`config.mk`:
```
export PLATFORM = sky130hd
export DESIGN_NAME = div_unit_flat
export DESIGN_NICKNAME = d
export VERILOG_FILES = /design/src/rtl/rv32i_types.sv /design/src/rtl/div_unit_if.sv /design/src/rtl/div_step_m.sv /design/src/rtl/div_unit.sv /design/src/flat_wrapper.sv
export SDC_FILE = /design/constraint.sdc
export NUM_CORES = 1
export LEC_CHECK = 0
export CAP_MARGIN = 20
export CORE_ASPECT_RATIO = 0.7
export CORE_MARGIN = 2
export CORE_UTILIZATION = 53
export CTS_CLUSTER_SIZE = 25
export DETAILED_ROUTE_END_ITERATION = 8
export PLACE_DENSITY = 0.78
export REMOVE_ABC_BUFFERS = 1
export SYNTH_ARGS = -nofsm -noshare
export SYNTH_HDL_FRONTEND = slang
export SYNTH_SLANG_ARGS = --single-unit
```
`constraint.sdc`:
```
create_clock -name clk -period 4.7 [get_ports clk]
set_input_delay 0.94 -clock clk [delete_from_list [all_inputs] [get_ports clk]]
set_output_delay 0.94 -clock clk [all_outputs]
set_load 0.02 [all_outputs]
```
`src/rtl/rv32i_types.sv`:
```
// ============================================================================
// Module      : rv32i_types
// Description : Shared types for the out-of-order core: branch tags, divider
//               state encoding, div_op bit positions and the tag kill rule.
// Revision    : 1.0 - initial release
// ============================================================================
`default_nettype none

package rv32i_types;

  localparam int BR_TAG_WIDTH = 4;

  typedef struct packed {
    logic                    sign;
    logic [BR_TAG_WIDTH-1:0] tag;
  } branch_tag_t;

  typedef enum logic [1:0] {
    DIV_IDLE = 2'd0,
    DIV_CALC = 2'd1,
    DIV_DONE = 2'd2
  } div_state_t;

  localparam int DIV_OP_REM    = 0;
  localparam int DIV_OP_SIGNED = 1;

  localparam logic [31:0] C_INT_MIN  = 32'h8000_0000;
  localparam logic [31:0] C_ALL_ONES = 32'hFFFF_FFFF;

  // A held tag dies when it is younger than (depends on) the mispredicted branch.
  function automatic logic br_tag_killed(input branch_tag_t tag, input branch_tag_t flush_tag);
    if (tag.sign == flush_tag.sign)
      return (tag.tag & flush_tag.tag) == flush_tag.tag;
    else
      return (tag.tag & flush_tag.tag) == tag.tag;
  endfunction

endpackage

`default_nettype wire

```
`src/rtl/div_unit_if.sv`:
```
// ============================================================================
// Module      : div_unit_if
// Description : Issue-side and CDB-side bundle of the divide unit.
// Revision    : 1.0 - initial release
// ============================================================================
`default_nettype none

interface div_unit_if #(
  parameter int ROB_WIDTH = 3
);
  import rv32i_types::*;

  logic                 flush;
  branch_tag_t          flush_tag;
  logic                 issue;
  logic [31:0]          operand1;
  logic [31:0]          operand2;
  branch_tag_t          br_tag_in;
  logic [ROB_WIDTH-1:0] dest_ROB_in;
  logic [1:0]           div_op;
  logic                 running;
  logic                 result_valid;
  logic                 result_ready;
  logic [31:0]          result_data;
  logic [ROB_WIDTH-1:0] result_rob;
  branch_tag_t          result_br_tag;

  modport master (
    output flush, flush_tag, issue, operand1, operand2, br_tag_in, dest_ROB_in,
           div_op, result_ready,
    input  running, result_valid, result_data, result_rob, result_br_tag
  );

  modport slave (
    input  flush, flush_tag, issue, operand1, operand2, br_tag_in, dest_ROB_in,
           div_op, result_ready,
    output running, result_valid, result_data, result_rob, result_br_tag
  );

endinterface

`default_nettype wire

```
`src/rtl/div_step_m.sv`:
```
// ============================================================================
// Module      : div_step_m
// Description : One combinational restoring-division step; the quotient
//               register doubles as the dividend shifter.
// Revision    : 1.0 - initial release
// ============================================================================
`default_nettype none

module div_step_m (
  input  logic [32:0] rem_in,
  input  logic [31:0] divisor,
  input  logic [31:0] quo_in,
  output logic [32:0] rem_out,
  output logic [31:0] quo_out
);

  logic [32:0] w_shifted;
  logic [32:0] w_diff;
  logic        w_unused_rem_msb;

  // A restored remainder is always below the divisor, so its bit 32 is zero.
  assign w_unused_rem_msb = rem_in[32];
  assign w_shifted        = {rem_in[31:0], quo_in[31]};
  assign w_diff           = w_shifted - {1'b0, divisor};
  assign rem_out          = w_diff[32] ? w_shifted : w_diff;
  assign quo_out          = {quo_in[30:0], ~w_diff[32]};

endmodule

`default_nettype wire

```
`src/rtl/div_unit.sv`:
```
// ============================================================================
// Module      : div_unit
// Description : Iterative radix-2 DIV/DIVU/REM/REMU unit between the divide
//               reservation station and the CDB arbiter.
// Revision    : 1.0 - initial release
// ============================================================================
`default_nettype none

module div_unit
  import rv32i_types::*;
#(
  parameter int ROB_WIDTH = 3
) (
  input  logic       clk,
  input  logic       rst,
  div_unit_if.slave  bus
);

  div_state_t           r_state;
  div_state_t           w_next_state;
  logic [ROB_WIDTH-1:0] r_rob;
  branch_tag_t          r_tag;
  logic                 r_rem_sel;
  logic                 r_q_neg;
  logic                 r_r_neg;
  logic [32:0]          r_rem;
  logic [31:0]          r_quo;
  logic [31:0]          r_dvsr;
  logic [4:0]           r_cnt;
  logic [31:0]          r_result;

  logic        w_signed, w_dvd_neg, w_dvs_neg;
  logic [31:0] w_abs_dvd, w_abs_dvs;
  logic        w_div_zero, w_overflow;
  logic [31:0] w_special_result;
  logic        w_issue_ok, w_held_killed, w_valid;
  logic [32:0] w_rem_next;
  logic [31:0] w_quo_next, w_q_fix, w_r_fix, w_final;

  assign w_signed   = bus.div_op[DIV_OP_SIGNED];
  assign w_dvd_neg  = w_signed & bus.operand1[31];
  assign w_dvs_neg  = w_signed & bus.operand2[31];
  assign w_abs_dvd  = w_dvd_neg ? -bus.operand1 : bus.operand1;
  assign w_abs_dvs  = w_dvs_neg ? -bus.operand2 : bus.operand2;
  assign w_div_zero = (bus.operand2 == '0);
  assign w_overflow = w_signed && (bus.operand1 == C_INT_MIN) && (bus.operand2 == C_ALL_ONES);

  always_comb begin
    w_special_result = '0;
    if (w_div_zero)
      w_special_result = bus.div_op[DIV_OP_REM] ? bus.operand1 : C_ALL_ONES;
    else if (w_overflow)
      w_special_result = bus.div_op[DIV_OP_REM] ? 32'd0 : C_INT_MIN;
  end

  assign w_issue_ok    = bus.issue && !(bus.flush && br_tag_killed(bus.br_tag_in, bus.flush_tag));
  assign w_held_killed = bus.flush && br_tag_killed(r_tag, bus.flush_tag);
  // The flush cycle masks the offer so a dying result can never be granted.
  assign w_valid       = (r_state == DIV_DONE) && !w_held_killed;

  div_step_m u_step (
    .rem_in  (r_rem),
    .divisor (r_dvsr),
    .quo_in  (r_quo),
    .rem_out (w_rem_next),
    .quo_out (w_quo_next)
  );

  assign w_q_fix = r_q_neg ? -w_quo_next : w_quo_next;
  assign w_r_fix = r_r_neg ? -w_rem_next[31:0] : w_rem_next[31:0];
  assign w_final = r_rem_sel ? w_r_fix : w_q_fix;

  always_ff @(posedge clk or posedge rst) begin
    if (rst) r_state <= DIV_IDLE;
    else     r_state <= w_next_state;
  end

  always_comb begin
    w_next_state = r_state;
    case (r_state)
      DIV_IDLE: if (w_issue_ok) w_next_state = (w_div_zero || w_overflow) ? DIV_DONE : DIV_CALC;
      DIV_CALC: begin
        if (w_held_killed)        w_next_state = DIV_IDLE;
        else if (r_cnt == 5'd31)  w_next_state = DIV_DONE;
      end
      DIV_DONE: begin
        if (w_held_killed)                      w_next_state = DIV_IDLE;
        else if (w_valid && bus.result_ready)   w_next_state = DIV_IDLE;
      end
      default: w_next_state = DIV_IDLE;
    endcase
  end

  always_ff @(posedge clk or posedge rst) begin
    if (rst) begin
      r_rob     <= '0;
      r_tag     <= '0;
      r_rem_sel <= 1'b0;
      r_q_neg   <= 1'b0;
      r_r_neg   <= 1'b0;
      r_rem     <= '0;
      r_quo     <= '0;
      r_dvsr    <= '0;
      r_cnt     <= '0;
      r_result  <= '0;
    end else begin
      if (r_state == DIV_IDLE && w_issue_ok) begin
        r_rob     <= bus.dest_ROB_in;
        r_tag     <= bus.br_tag_in;
        r_rem_sel <= bus.div_op[DIV_OP_REM];
        r_q_neg   <= w_dvd_neg ^ w_dvs_neg;
        r_r_neg   <= w_dvd_neg;
        r_rem     <= '0;
        r_quo     <= w_abs_dvd;
        r_dvsr    <= w_abs_dvs;
        r_cnt     <= '0;
        if (w_div_zero || w_overflow) r_result <= w_special_result;
      end else if (r_state == DIV_CALC) begin
        r_rem <= w_rem_next;
        r_quo <= w_quo_next;
        r_cnt <= r_cnt + 5'd1;
        if (r_cnt == 5'd31) r_result <= w_final;
      end
    end
  end

  assign bus.running       = (r_state != DIV_IDLE);
  assign bus.result_valid  = w_valid;
  assign bus.result_data   = r_result;
  assign bus.result_rob    = r_rob;
  assign bus.result_br_tag = r_tag;

endmodule

`default_nettype wire

```
`src/flat_wrapper.sv`:
```
// flat-port wrapper written by rule: the top's interface ports become plain ports
module div_unit_flat import rv32i_types::*;
#(
  parameter int ROB_WIDTH = 3
)
  (clk, rst, bus_flush, bus_flush_tag, bus_issue, bus_operand1, bus_operand2, bus_br_tag_in, bus_dest_ROB_in, bus_div_op, bus_result_ready, bus_running, bus_result_valid, bus_result_data, bus_result_rob, bus_result_br_tag);
  div_unit_if #(.ROB_WIDTH(ROB_WIDTH)) bus_i ();
  input  logic clk;
  input  logic rst;
  input wire logic [$bits(bus_i.flush)-1:0] bus_flush;
  input wire logic [$bits(bus_i.flush_tag)-1:0] bus_flush_tag;
  input wire logic [$bits(bus_i.issue)-1:0] bus_issue;
  input wire logic [$bits(bus_i.operand1)-1:0] bus_operand1;
  input wire logic [$bits(bus_i.operand2)-1:0] bus_operand2;
  input wire logic [$bits(bus_i.br_tag_in)-1:0] bus_br_tag_in;
  input wire logic [$bits(bus_i.dest_ROB_in)-1:0] bus_dest_ROB_in;
  input wire logic [$bits(bus_i.div_op)-1:0] bus_div_op;
  input wire logic [$bits(bus_i.result_ready)-1:0] bus_result_ready;
  output wire logic [$bits(bus_i.running)-1:0] bus_running;
  output wire logic [$bits(bus_i.result_valid)-1:0] bus_result_valid;
  output wire logic [$bits(bus_i.result_data)-1:0] bus_result_data;
  output wire logic [$bits(bus_i.result_rob)-1:0] bus_result_rob;
  output wire logic [$bits(bus_i.result_br_tag)-1:0] bus_result_br_tag;
  assign bus_i.flush = bus_flush;
  assign bus_i.flush_tag = bus_flush_tag;
  assign bus_i.issue = bus_issue;
  assign bus_i.operand1 = bus_operand1;
  assign bus_i.operand2 = bus_operand2;
  assign bus_i.br_tag_in = bus_br_tag_in;
  assign bus_i.dest_ROB_in = bus_dest_ROB_in;
  assign bus_i.div_op = bus_div_op;
  assign bus_i.result_ready = bus_result_ready;
  assign bus_running = bus_i.running;
  assign bus_result_valid = bus_i.result_valid;
  assign bus_result_data = bus_i.result_data;
  assign bus_result_rob = bus_i.result_rob;
  assign bus_result_br_tag = bus_i.result_br_tag;
  div_unit #(.ROB_WIDTH(ROB_WIDTH)) u_core (.clk(clk), .rst(rst), .bus(bus_i));
endmodule
```
* Yosys cells after proc, flatten, opt, wreduce, memory -nomap -nowiden
Index checks and enable logic that the tools add are counted.
** Storage, ports and cells
- Latch bits :: 0
- Input bits :: 84
- Memories :: 0
- ROM bits :: 0
- Register bits :: 146
- RAM bits :: 0
- Logic and storage cells :: 86
** Cells by class
- Reduce and logical (&&, ||, !) cells :: 18
- Bitwise gates (word level) :: 6
- Divide/modulo/power cells :: 0
- Multiplexer cells :: 29
- Shift-type cells :: 0
- Order comparisons :: 0
- Add/subtract/negate cells :: 6
- Equal/unequal tests :: 15
- $mul :: 0
** Operator list (number)
- $mux 32 :: 18
- $neg 32->32 :: 4
- $eq 32x32->1 const B :: 2
- $sub 33x32->33 :: 1
- $logic_not 32->1 :: 1
- $eq 4x4->1 :: 4
- $mux 2 :: 6
- $mux 5 :: 2
- $and 4x4->4 :: 2
- $logic_and 1x1->1 :: 8
- $pmux 2 s3 :: 1
- $reduce_and 3->1 :: 2
- $reduce_bool 2->1 :: 3
- $add 5x1->5 const B :: 1
- $eq 5x5->1 const B :: 1
- $ne 2x1->1 const B :: 2
- $ne 3x1->1 const B :: 1
- $ne 3x2->1 const B :: 1
- $and 1x1->1 :: 2
- $eq 1x1->1 :: 2
- $eq 2x1->1 const B :: 1
- $eq 2x2->1 const B :: 1
- $logic_not 1->1 :: 2
- $logic_not 2->1 :: 1
- 4 further kinds :: 5

* Longest topological paths before layout
Gate-level depths: netlist of the first run.
- Depth after elaboration :: 10
- Depth in mapped cells :: 22
- Mapped depth without buffers :: 20

* Cells and area by module
Synthesis of the first run repeated with hierarchy kept, for this count alone.
** Unflattened totals
- Cell total of the unflattened synthesis :: 1554
- Area total of the unflattened synthesis :: 12211.7 um^2
** By module, submodules not included
- div_unit :: area an instance 9489.1 um^2, sequential area each 3678.5 um^2, cells each 1163, instances 1
- div_step_m :: area an instance 2722.6 um^2, sequential area each 0.0 um^2, cells each 391, instances 1

* Worst setup path after synthesis of the first run
OpenSTA, ideal clock, no wires.
- Path type :: reg2reg
- Start point :: register u_core.r_quo[31]
- End point :: register u_core.r_result[28] (netlist: u_core.bus.result_data[28])
- Library setup time :: 0.129 ns
- Data arrival time :: 4.431 ns
- Cell stages (with the launch flop) :: 22
- Slack :: 0.140 ns
- Cell sequence :: dfrtp_1 -> inv_1 -> ha_1 -> fa_1 -> nand2b_1 -> a21boi_4 -> o21ai_2 -> a211oi_2 -> mux2i_2 -> nor2_4 -> inv_2 -> buf_2 -> clkbuf_1 -> buf_2 -> ha_1 -> nand4_1 -> nand2b_1 -> o31ai_1 -> xor2_1 -> o221ai_1 -> nor4_1 -> nor3b_1
** On the way
- Longest elaborated chain between the ends :: 8
** Ends and longest elaborated chain
- start, declared :: RTL line div_unit.sv:27 : logic [31:0] r_quo;
- start signal, assigned :: RTL line div_unit.sv:114 : r_quo <= w_abs_dvd;
- start signal, assigned :: RTL line div_unit.sv:120 : r_quo <= w_quo_next;
- $sub 33x32->33 :: RTL line div_step_m.sv:24 : assign w_diff = w_shifted - {1'b0, divisor};
- $mux 32 or $not 1->1 (tied branches) :: RTL line div_step_m.sv:25, div_step_m.sv:26
- $neg 32->32, on equally long branches :: RTL line div_unit.sv:70, div_unit.sv:69
- $mux 32, on equally long branches :: RTL line div_unit.sv:70, div_unit.sv:69
- $mux 32 * :: RTL line div_unit.sv:71 : assign w_final = r_rem_sel ? w_r_fix : w_q_fix;
- $mux 32 * :: RTL line div_unit.sv:122 : if (r_cnt == 5'd31) r_result <= w_final;
- $mux 32 * :: RTL line div_unit.sv:118 : end else if (r_state == DIV_CALC) begin
- $mux 32 * :: RTL line div_unit.sv:107 : if (r_state == DIV_IDLE && w_issue_ok) begin
- end signal, assigned :: RTL line div_unit.sv:117 : if (w_div_zero || w_overflow) r_result <= w_special_result;
- end signal, assigned :: RTL line div_unit.sv:122
- end, declared :: RTL line div_unit.sv:30 : logic [31:0] r_result;
Mark *: on every way between the ends. The rest lies on a longest branch, timed or not. The select of a mux whose other input is x is not followed.
A chain may end at the register's enable or synchronous reset.

* Final worst setup path of the first run
Same ends and word-level chain as after synthesis.

==> results of run 1 <==
## metal layers
metal	vias up	global-route usage (%)	part of all wire [%]
met5	-	2.200	0.18
met4	2	7.718	1.2
met3	47	6.168	10
met2	667	48.21	42
met1	5851	49.56	46
li1	5710	-	-
## layout make-up
| class | count | area (um2) | share of cell area (%) |
|---|---|---|---|
| flip-flops and latches | 146 | 3654 | 25.77 |
| clock inverters | 9 | 151.4 | 1.068 |
| multi-input cells | 1199 | 7724 | 54.48 |
| inverters | 78 | 300.3 | 2.118 |
| clock buffers | 23 | 478.0 | 3.372 |
| repair buffers | 157 | 1516 | 10.70 |
| well taps | 282 | 352.8 | 2.489 |
## synth_stat cells (5+ instances only)
cell | instances | area share (%)
o211a_1 | 5 | 0.42
o211ai_1 | 14 | 0.88
a22oi_1 | 26 | 1.6
mux2_2 | 6 | 0.56
a31oi_1 | 13 | 0.68
o21bai_1 | 5 | 0.31
mux2i_1 | 31 | 2.6
or4_1 | 8 | 0.50
xor2_1 | 47 | 3.4
nor2b_1 | 10 | 0.52
xnor2_1 | 87 | 6.4
or2_2 | 5 | 0.26
o31ai_1 | 25 | 1.6
inv_1 | 77 | 2.4
a21boi_0 | 6 | 0.38
o221ai_1 | 5 | 0.37
o21ai_0 | 158 | 6.6
buf_2 | 17 | 0.71
nand2b_1 | 16 | 0.84
a221o_1 | 12 | 1.0
nor3_1 | 33 | 1.4
o21ai_1 | 22 | 0.92
a222oi_1 | 7 | 0.59
nand2_1 | 120 | 3.8
nor4_1 | 22 | 1.1
and2_1 | 12 | 0.63
nor2_1 | 120 | 3.8
nand3_1 | 52 | 2.2
o21a_1 | 22 | 1.4
o41ai_1 | 16 | 1.2
a211oi_1 | 11 | 0.69
nor3b_1 | 5 | 0.31
and3_1 | 9 | 0.47
or3_1 | 9 | 0.47
dfrtp_1 | 146 | 31
o22ai_1 | 14 | 0.73
a21oi_1 | 115 | 4.8
ha_1 | 39 | 4.1
o2111ai_1 | 7 | 0.51
a211o_1 | 7 | 0.51
a21o_1 | 10 | 0.63
nand4_1 | 23 | 1.2
clkbuf_1 | 68 | 2.1
## final timing paths
path / startpoint / to / cells after the start
setup reg to reg: u_core.r_quo[31]$_DFFE_PP0P_ / u_core.bus.result_data[28]$_DFFE_PP0P_ / 18
hold / removal: u_core.r_dvsr[24]$_DFFE_PP0P_ / u_core.r_dvsr[24]$_DFFE_PP0P_ / 2
setup / recovery: u_core.r_quo[31]$_DFFE_PP0P_ / u_core.bus.result_data[28]$_DFFE_PP0P_ / 18
hold reg to reg: u_core.r_dvsr[24]$_DFFE_PP0P_ / u_core.r_dvsr[24]$_DFFE_PP0P_ / 2
min in group asynchronous: rst / u_core.r_rem[2]$_DFFE_PP0P_ / 2
max in group asynchronous: rst / u_core.r_dvsr[28]$_DFFE_PP0P_ / 3
## power groups by stage
stage / Sequential [mW] / Clock [mW] / Combinational [mW]
after floorplan: 2.26 / 0 / 5.33
after global placement: 2.33 / 0 / 7.36
after detailed placement: 2.35 / 0 / 7.43
after CTS: 2.34 / 1.52 / 7.50
after global routing: 2.43 / 1.57 / 8.42
final: 2.37 / 1.51 / 7.73
## kinds of logic after synthesis
group | after synthesis | share of synthesized area, %
mux | 38 | 3.270
xor+xnor | 134 | 9.799
flops | 146 | 30.51
fa+ha+maj | 40 | 4.242
simple gates | 457 | 18.37
buf+inv | 168 | 5.474
compound gates | 530 | 28.34
## timing repair
| item | in CTS | in global routing |
|---|---|---|
| buffers inserted | 0 | 1 |
| hold buffers | 0 | 0 |
| endpoints found under the setup margin | 0 | 8 |
| resized for setup | 0 | 10 |
## worst min-delay path: cells and delay by family (launching register included)
family	cells	cell delay, ns
flops	1	0.34
compound gates	1	0.06
simple gates	1	0.05
## flip-flops by register name, summed over array words and instances (netlist names)
signal	cells
u_core.bus.result_data	32
u_core.r_dvsr	32
u_core.r_quo	32
u_core.r_rem	32
u_core.bus.result_br_tag	5
u_core.r_cnt	5
u_core.bus.result_rob	3
u_core.r_state	2
u_core.r_q_neg	1
u_core.r_r_neg	1
u_core.r_rem_sel	1
## per-stage QoR
step / power [mW] / utilization [%] / worst slack, ns / instances
detailed placement: 9.779 / 61.61 / 0.1791 / 1861
CTS: 11.36 / 64.48 / 0.1527 / 1893
global route: 12.42 / 64.72 / -0.02431 / 1894
global placement: 9.692 / 61.61 / 0.3811 / 1861
finish: 11.61 / 64.72 / 0.2179 / 1894
floorplan: 7.592 / - / -0.2777 / 1423
==> out/results.ini, run 1 <==
[status]
status = completed

[global_route]
track_usage_pct = 32.81
grt_max_degree = 89
grt_pass1_vias = 11330
globalRoute.totalOverflow = 0
grt_pass1_wl_mm = 61.08
antenna_found_initial = 0

[timing]
hold_slack_ns = 0.4830
clock-skew-final_ns = 0.009055
period_share_pct = 95.36
setup_tns_ns = 0
setup_viol = 0
min_period_ns = 4.482
rsz0062_at_grt = true
report.final.slew_viol_count = 0
max_freq_mhz = 223.1
finalHoldViolCount = 0
timing.slew.headroom_pct = 27.77
tightest_slew_ns = 1.083

[critical_path]
path_buf_inv = 2
cp_common_cell = ha_1
critical_path.startpoint_type = flip-flop
path_class = reg2reg
r2r_slack_ns = 0.22
path_cells = inv_1 -> ha_1 -> fa_1 -> nand2b_1 -> a21boi_4 -> o21ai_2 -> a211oi_2 -> mux2i_2 -> nor2_4 -> inv_4 -> ha_1 -> nand4_1 -> nand2b_4 -> o31ai_1 -> xor2_1 -> o221ai_1 -> nor4_1 -> nor3b_1
crit_path_top_delay_cell = fa_1
cpPeakStageDelay_ns = 0.40
crit_family = compound AO/OA/AOI/OAI gates
critical_path.max_fanout = 11
arrival_ns = 4.81
critPathRequiredTime_ns = 5.02
endpoint_kind = flip-flop

[pwr]
power_switching_mw = 5.993
power.density_mw_per_mm2 = 819.0
p_leak_nw = 5.757
p_int_mw = 5.617
switching_share_pct = 51.62
p_seq_share_pct = 20.4
ir_drop_mv = 0.4184
power_frac_clock_pct = 13.0
combPwrFrac_pct = 66.6

[clock_network]
h-tree-depth = 4
cts_buffer_depth = 2
ctsRootBufferMaster = clkbuf_16
cts_tree = done
cts.clk_slew.worst_paths_ns = 0.06
clk_latency_ns = 0.44
cts.sinks = 146
cts-buffers-inserted = 17

[route]
dr.pass1.iters = 6
drt-total-wl_mm = 39.02
wire_per_inst_um = 20.60
drcViolationCount = 0
drtAntennaViolNets = 0
drtIter0Drc = 1635
viasPerCell = 6.482
vias = 12280

[cells_and_area]
final_common_cell = o21ai_0
layout_common_cells = o21ai_0, dfrtp_1, clkdlybuf4s50_1, nand2_1, nor2_1
antenna_cells = 0
fin_area_mm2 = 0.01418
nNetsFinal = 1723
area_growth_pct = 18.37
fill_cells = 1913
drive_gt1_share_pct = 6.141

[placement]
hpwl_mm = 28.83
placed_area_mm2 = 0.01349
portBuffers = 125
place_congestion = 0.9299

[floorplanning]
dieHeight_um = 129.8
dieArea_mm2 = 0.02383
ios = 126
initial_core_util_pct = 54.68
core_area_mm2 = 0.02190
rows = 45
die_x_um = 183.7

[yosys]
async_flop_share_pct = 100.0
syn_area_mm2 = 0.01198
netlist_instances = 1513
ys_seq_area_share_pct = 30.51
postSynthRegisterBits = 146
synth-main-ff-cell = dfrtp_1
syn_area_per_cell_um2 = 7.916
yosys_warnings = 0
synth_edf_count = 0
synth_cell_types = 75

[flow_run]
max_cap_viol_count = 0

[min_path]
hold_path_class = reg2reg

(Power assumes the default switching activity.)
==> run 2, diff against run 1 <==
--- a/config.mk
+++ b/config.mk
@@ -11,6 +11,7 @@
 export CORE_UTILIZATION = 53
 export CTS_CLUSTER_SIZE = 25
 export DETAILED_ROUTE_END_ITERATION = 8
+export HOLD_SLACK_MARGIN = 0.05
 export PLACE_DENSITY = 0.78
 export REMOVE_ABC_BUFFERS = 1
 export SYNTH_ARGS = -nofsm -noshare
==> results of run 2 <==
The final DEF is identical to that of run 1; final timing and power are the same.
==> run 3, diff against run 2 <==
--- a/config.mk
+++ b/config.mk
@@ -11,7 +11,7 @@
 export CORE_UTILIZATION = 53
 export CTS_CLUSTER_SIZE = 25
 export DETAILED_ROUTE_END_ITERATION = 8
-export HOLD_SLACK_MARGIN = 0.05
+export HOLD_SLACK_MARGIN = 0.08
 export PLACE_DENSITY = 0.78
 export REMOVE_ABC_BUFFERS = 1
 export SYNTH_ARGS = -nofsm -noshare
==> results of run 3 <==
The final DEF is identical to that of run 1; final timing and power are the same.
